--- config.mk ---
export PLATFORM = sky130hd
export DESIGN_NAME = display_scan_ctrl
export DESIGN_NICKNAME = d
export VERILOG_FILES = /design/src/rtl/display_pkg.sv /design/src/rtl/bcd7.sv /design/src/rtl/display_scan_ctrl.sv
export SDC_FILE = /design/constraint.sdc
export NUM_CORES = 1
export LEC_CHECK = 0
export ABC_AREA = 1
export BUFFER_PORTS_ARGS = -buffer_cell sky130_fd_sc_hd__buf_2
export CAP_MARGIN = 20
export CORE_AREA = 2 2 115 95
export CTS_CLUSTER_SIZE = 40
export DETAILED_ROUTE_END_ITERATION = 7
export DIE_AREA = 0 0 117 97
export SETUP_SLACK_MARGIN = 0.2
export SYNTH_ARGS = -nofsm -noshare
export SYNTH_HDL_FRONTEND = slang
export SYNTH_SLANG_ARGS = --single-unit
--- constraint.sdc ---
create_clock -name clk -period 3.1 [get_ports clk]
set_input_delay 0.31 -clock clk [delete_from_list [all_inputs] [get_ports clk]]
set_output_delay 0.31 -clock clk [all_outputs]
set_load 0.01 [all_outputs]
--- src/rtl/display_pkg.sv ---
// Shared constants and types for the seven-segment display path.
// Segment buses are active-low, ordered {g,f,e,d,c,b,a}.
package display_pkg;

    localparam int unsigned NUM_DIGITS = 4;

    localparam logic [6:0] SEG_BLANK = 7'b1111111;
    localparam logic [6:0] SEG_ERR   = 7'b0000000;
    localparam logic [3:0] AN_OFF    = 4'b1111;

    typedef logic [NUM_DIGITS-1:0][3:0] digit_vec_t;

    function automatic logic [3:0] an_select(input logic [1:0] idx);
        return ~(4'b0001 << idx);
    endfunction

endpackage

--- src/rtl/bcd7.sv ---
// Combinational BCD-to-seven-segment decoder, active-low outputs.
// Non-BCD codes light every segment so a bad digit is visible on the board.
module BCD7
    import display_pkg::*;
(
    input  logic [3:0] bcd_i,
    output logic [6:0] seg_o
);

    always_comb begin
        seg_o = SEG_ERR;
        unique case (bcd_i)
            4'd0:    seg_o = 7'b1000000;
            4'd1:    seg_o = 7'b1111001;
            4'd2:    seg_o = 7'b0100100;
            4'd3:    seg_o = 7'b0110000;
            4'd4:    seg_o = 7'b0011001;
            4'd5:    seg_o = 7'b0010010;
            4'd6:    seg_o = 7'b0000010;
            4'd7:    seg_o = 7'b1111000;
            4'd8:    seg_o = 7'b0000000;
            4'd9:    seg_o = 7'b0010000;
            default: seg_o = SEG_ERR;
        endcase
    end

endmodule

--- src/rtl/display_scan_ctrl.sv ---
// Four-digit multiplexed seven-segment scan controller with frame-synchronous
// data commit, leading-zero blanking and per-digit blinking.
module display_scan_ctrl
    import display_pkg::*;
#(
    parameter int unsigned CLK_DIV      = 50000,
    parameter int unsigned BLINK_FRAMES = 125
) (
    input  logic       clk,
    input  logic       rst_n,
    input  logic [3:0] d0_i,
    input  logic [3:0] d1_i,
    input  logic [3:0] d2_i,
    input  logic [3:0] d3_i,
    input  logic       load_i,
    input  logic       blank_lz_i,
    input  logic [3:0] blink_mask_i,
    output logic [6:0] seg_o,
    output logic [3:0] an_o,
    output logic       frame_done_o
);

    localparam int unsigned CntW = $clog2(CLK_DIV);
    localparam int unsigned FrmW = (BLINK_FRAMES > 1) ? $clog2(BLINK_FRAMES) : 1;

    logic [CntW-1:0] cnt_q, cnt_d;
    logic [1:0]      idx_q, idx_d;
    digit_vec_t      stage_q, stage_d;
    digit_vec_t      disp_q, disp_d;
    logic            pend_q, pend_d;
    logic [FrmW-1:0] fcnt_q, fcnt_d;
    logic            phase_q, phase_d;
    logic            frame_phase_q, frame_phase_d;
    logic [6:0]      seg_q, seg_d;
    logic [3:0]      an_q, an_d;
    logic            frame_done_q, frame_done_d;

    logic       tick;
    logic       wrap;
    digit_vec_t d_in;
    logic [3:0] cur_digit;
    logic [6:0] dec_seg;
    logic       lz_zero;
    logic       blanked;

    always_comb begin
        tick  = (cnt_q == CntW'(CLK_DIV - 1));
        cnt_d = tick ? '0 : cnt_q + 1'b1;
        wrap  = tick && (idx_q == 2'd3);
        idx_d = tick ? idx_q + 2'd1 : idx_q;

        d_in    = {d3_i, d2_i, d1_i, d0_i};
        stage_d = load_i ? d_in : stage_q;
        pend_d  = pend_q | load_i;
        disp_d  = disp_q;
        // A load landing on the wrap bypasses staging so it shows this frame.
        if (wrap) begin
            if (load_i) begin
                disp_d = d_in;
                pend_d = 1'b0;
            end else if (pend_q) begin
                disp_d = stage_q;
                pend_d = 1'b0;
            end
        end

        fcnt_d        = fcnt_q;
        phase_d       = phase_q;
        frame_phase_d = frame_phase_q;
        // Each frame uses the phase as it stood when the frame began, so all
        // four digits of a frame agree on visibility.
        if (wrap) begin
            frame_phase_d = phase_q;
            if (fcnt_q == FrmW'(BLINK_FRAMES - 1)) begin
                fcnt_d  = '0;
                phase_d = ~phase_q;
            end else begin
                fcnt_d = fcnt_q + 1'b1;
            end
        end

        frame_done_d = wrap;
    end

    assign cur_digit = disp_d[idx_d];

    BCD7 u_bcd7 (
        .bcd_i (cur_digit),
        .seg_o (dec_seg)
    );

    always_comb begin
        lz_zero = 1'b1;
        for (int unsigned i = 0; i < NUM_DIGITS; i++) begin
            if (i >= 32'(idx_d) && disp_d[i] != 4'd0) begin
                lz_zero = 1'b0;
            end
        end
        blanked = (blank_lz_i && (idx_d != 2'd0) && lz_zero) ||
                  (blink_mask_i[idx_d] && !frame_phase_d);

        seg_d = seg_q;
        an_d  = an_q;
        if (tick) begin
            if (blanked) begin
                seg_d = SEG_BLANK;
                an_d  = AN_OFF;
            end else begin
                seg_d = dec_seg;
                an_d  = an_select(idx_d);
            end
        end
    end

    always_ff @(posedge clk or negedge rst_n) begin
        if (!rst_n) begin
            cnt_q         <= '0;
            idx_q         <= 2'd3;
            stage_q       <= '0;
            disp_q        <= '0;
            pend_q        <= 1'b0;
            fcnt_q        <= '0;
            phase_q       <= 1'b1;
            frame_phase_q <= 1'b1;
            seg_q         <= SEG_BLANK;
            an_q          <= AN_OFF;
            frame_done_q  <= 1'b0;
        end else begin
            cnt_q         <= cnt_d;
            idx_q         <= idx_d;
            stage_q       <= stage_d;
            disp_q        <= disp_d;
            pend_q        <= pend_d;
            fcnt_q        <= fcnt_d;
            phase_q       <= phase_d;
            frame_phase_q <= frame_phase_d;
            seg_q         <= seg_d;
            an_q          <= an_d;
            frame_done_q  <= frame_done_d;
        end
    end

    assign seg_o        = seg_q;
    assign an_o         = an_q;
    assign frame_done_o = frame_done_q;

endmodule

==> results by stage <==
Clocking:
- The clock transition time at the flip-flop clock pins of the worst setup and hold paths is about 60 ps.
- The root cell of the clock tree is sky130_fd_sc_hd__clkbuf_16.
- The number of CTS-inserted buffers is 9.
- Counting along the longest clock path gives a buffer depth of 2.
- At the later pin of the worst-skew pair, clock insertion delay measures approximately 330 ps.
- Hold repair after CTS inserted 0 buffers.
- The CTS sink count is 72.
- The number of levels the H-tree was split into is 3.
- The CTS tree is done.

Die:
- The overall die width is ~120 um.
- For this configuration, the core starts out at a cell density of 0.412.
- For this design the top-level I/O count stands at 36.
- The die covers about 11,000 um2.
- The die extent in y is 97 um.
- The number of core rows is 33.
- The core area is 10,100 um2.

Routing:
- The first-iteration detailed-routing DRC count is around 160.
- The final routed wirelength across all metal layers is about 9400 um.
- The first detailed-routing pass ran for 4 iterations.
- Detailed routing inserted a total of around 3,600 vias.
- The detail-routed net length per standard cell is 12.5 um.
- The count of unresolved DRC violations after routing is 0.
- Using the TritonRoute via totals, the vias-per-cell ratio works out to ~4.8.
- The number of nets with antenna violations after detailed routing is 0.

Synth:
- Of the post-synthesis cell area, the dominant cell type holds 0.343.
- Ranked by total cell area, the synthesized netlist is headed by sky130_fd_sc_hd__dfrtp_1 34%, sky130_fd_sc_hd__nand2_1 17%, sky130_fd_sc_hd__dfstp_2 9.5%.
- The mux cell area share after synthesis is 0.
- The simple-gate share of the synthesized area is 0.368.
- The post-synthesis average cell area is approximately 7.4 um2.
- The complex-gate fraction of the synthesized area is 0.0742.
- The largest family of logic cells by synthesized area is simple AND/OR/NAND/NOR gates.
- After synthesis the netlist holds a flip-flop and latch count of 72.
- By count the netlist is led by 192 x sky130_fd_sc_hd__nand2_1, 65 x sky130_fd_sc_hd__inv_1, 65 x sky130_fd_sc_hd__nor2_1.
- The adder-cell share of the synthesized area is 0.0301.
- The number of warning messages in the yosys log is 0.
- In the post-synthesis netlist, the cell with the most instances is sky130_fd_sc_hd__nand2_1.
- The part of the Yosys area used for sequential elements is 0.437.
- The post-synthesis instance total is 559.
- For this run, asynchronously set or reset flops after synthesis account for 1.00.
- The fraction of synthesized cell area in xor and xnor cells is 0.00631.
- The cell area that synthesis handed to floorplanning was about 4200 um2.
- The post-synthesis net count is between 500 and 600.
- The distinct cell type count of the synthesized netlist is 34.
- The number of flops mapped to enable cells by yosys is 0.
- The primary flip-flop cell chosen by synthesis mapping is sky130_fd_sc_hd__dfrtp_1.
- The cell taking the most area after synthesis is sky130_fd_sc_hd__dfrtp_1.

Setup path:
- The arrival time at the worst endpoint is between 2000 and 3000 ps.
- The kind of start point of the critical path is a register.
- The sort of element at the end of the critical path is a register.
- The top fanout value on the critical path is 9.
- The startpoint-to-endpoint class of the critical path is register to register.
- The required time of the worst setup path is around 3400 ps.

Outcome:
- The run finished, with violations left.
- The final reports fail on negative hold slack.

Place:
- The HPWL after detailed placement is just over 7000 um.
- The last weighted congestion value of the routability-driven placer is 0.857.
- The count of buffers added on input and output ports is 35.

Timing:
- The headroom to the max-slew limit is 0.581.
- The count of final hold-check violations is 12.
- Setup violations remaining at the end of the flow were counted as 0.
- On the final layout, the worst hold slack is -3.04 ps.
- For the pin with the worst max-slew slack, the measured transition is 628 ps.
- The max-slew violation count was 0.
- Setup repair after global routing left no endpoint under its margin.
- Timing would allow up to approximately 380 MHz.
- Across the routed clock network, the largest skew measured is ~7.9 ps.
- The final critical path time including I/O delays and setup is 2620 ps.
- The post-route clock period utilization is 0.844.
- The total negative slack for setup checks is 0 ps.

Global routing:
- The number of global-route vias before repair is about 3,600.
- Entering global routing, the biggest net connects 28 pins.
- The total track usage is 0.181.
- The initial antenna violation count was 0.
- After global routing the overflow that remains totals 0.
- The first global-routing pass estimated between 15,000 and 20,000 um of wire.

Min path:
- The type of the most critical hold path is primary input to async pin.

Cells and area:
- 0 antenna diodes ended up in the layout.
- The area overhead of the layout relative to synthesis is 15.9%.
- Of the cells placed in the final design, the portion with a size suffix greater than 1 is 0.219.
- The final layout contains 640 nets.

Flow run:
- The tool flagged a number of max-cap violations equal to 0.

Power and ir drop:
- The maximum VDD drop is between 300 and 400 uV.
- The leakage power total is around 2.5 nW.
- In this run the power density over the cells is roughly 430 nW/um2.
- Overall power consumption after layout is estimated at 2.09 mW.
==> layout make-up <==
cell class	count	area [um2]
timing repair buffer	47	265
clock inverter	3	42.5
tap	140	175
sequential	72	1820
inverter	72	270
multi-input combinational	404	2000
fill	1039	5290
clock buffer	13	250
==> power breakdown <==
part | switching, mW | internal (mW) | leakage [nW]
clock network | 0.384 | 0.645 | 0.140
logic | 0.0618 | 0.0352 | 1.57
registers | 0.00847 | 0.960 | 0.838
total | 0.454 | 1.64 | 2.55
==> kinds of logic after synthesis <==
family / Yosys count
and+or+nand+nor: 339
buffers and inverters: 83
DFF: 72
AOI/OAI and AO/OA: 52
adders and majority gates: 10
xor gates and xnor gates: 3
==> metrics by stage <==
stage,hold slack [ps],util,area [um2],std cells,setup WS [ps]
final,-3.04,0.477,4820,751,483
after global routing,55.9,0.477,4820,751,215
after CTS,13.2,0.472,4780,746,378
after detailed placement,363,0.443,4490,730,402
after global placement,355,0.443,4490,730,506
after floorplan,14.4,-,4160,559,786
==> placed cells by master (no fill, tap or decap), types with 5 or more instances in the layout <==
cell type and count:
sky130_fd_sc_hd__nand2_1 192, sky130_fd_sc_hd__inv_1 65, sky130_fd_sc_hd__nor2_1 63, sky130_fd_sc_hd__dfrtp_1 57
sky130_fd_sc_hd__buf_2 35, sky130_fd_sc_hd__nand3_1 26, sky130_fd_sc_hd__o21ai_0 24, sky130_fd_sc_hd__nand2_2 15
sky130_fd_sc_hd__dfstp_2 15, sky130_fd_sc_hd__buf_4 12, sky130_fd_sc_hd__a21oi_1 11, sky130_fd_sc_hd__nor2_2 9
sky130_fd_sc_hd__ha_1 9, sky130_fd_sc_hd__clkbuf_16 9, sky130_fd_sc_hd__inv_2 7, sky130_fd_sc_hd__nor2_4 6
sky130_fd_sc_hd__nand4_1 6, sky130_fd_sc_hd__nand2_4 5, sky130_fd_sc_hd__or2_2 5, sky130_fd_sc_hd__nor3_1 5
sky130_fd_sc_hd__o21bai_1 5
==> state kept, by name, indices dropped and copies added, names as in the netlist <==
| name | cells |
|---|---|
| idx_q | 2 |
| pend_q | 1 |
| an_o | 4 |
| stage_q | 16 |
| frame_phase_q | 1 |
| disp_q | 16 |
| frame_done_o | 1 |
| phase_q | 1 |
| seg_o | 7 |
| fcnt_q | 7 |
| cnt_q | 16 |
==> worst paths after layout <==
check / start / end / slack (ps) / cells past startpoint
max in group asynchronous: rst_n / idx_q[1] / 2290 / 2
worst max register to register: cnt_q[0] / seg_o[3] / 480 / 17
worst min-delay path: rst_n / fcnt_q[5] / -3 / 1
worst min register to register: stage_q[2] / stage_q[2] / 470 / 2
min in group clk: d0_i[0] / stage_q[0] / 200 / 3
worst max-delay path: cnt_q[0] / seg_o[3] / 480 / 17
==> critical path, cell delays in order, from the launching register on <==
cell	delay (ps)
sky130_fd_sc_hd__dfrtp_1	380
sky130_fd_sc_hd__ha_2	240
sky130_fd_sc_hd__nand3_4	130
sky130_fd_sc_hd__nor2_4	180
sky130_fd_sc_hd__nand2_2	120
sky130_fd_sc_hd__nand2_1	90
sky130_fd_sc_hd__nand2_2	150
sky130_fd_sc_hd__nand2_2	150
sky130_fd_sc_hd__inv_2	40
sky130_fd_sc_hd__nand2_1	50
sky130_fd_sc_hd__nand4_1	220
sky130_fd_sc_hd__inv_1	190
sky130_fd_sc_hd__ha_1	240
sky130_fd_sc_hd__inv_1	70
sky130_fd_sc_hd__nor2_1	40
sky130_fd_sc_hd__nor2_1	100
sky130_fd_sc_hd__nor2_1	40
sky130_fd_sc_hd__nor2_1	80
==> timing repair <==
action | CTS | global route
setup buffers | 0 | 5
setup endpoints to repair | 0 | 5
resized for setup | 0 | 3
==> per-layer routing <==
layer	routed length (um)	up-vias	share of wire	global-route usage
li1	-	1825	-	-
met1	4470	1667	0.48	0.252
met2	4330	67	0.46	0.284
met3	457	11	0.049	0.0388
met4	108	0	0.012	0.0516
met5	0	-	0	0
No activity file was read; power rests on OpenSTA's default activity.
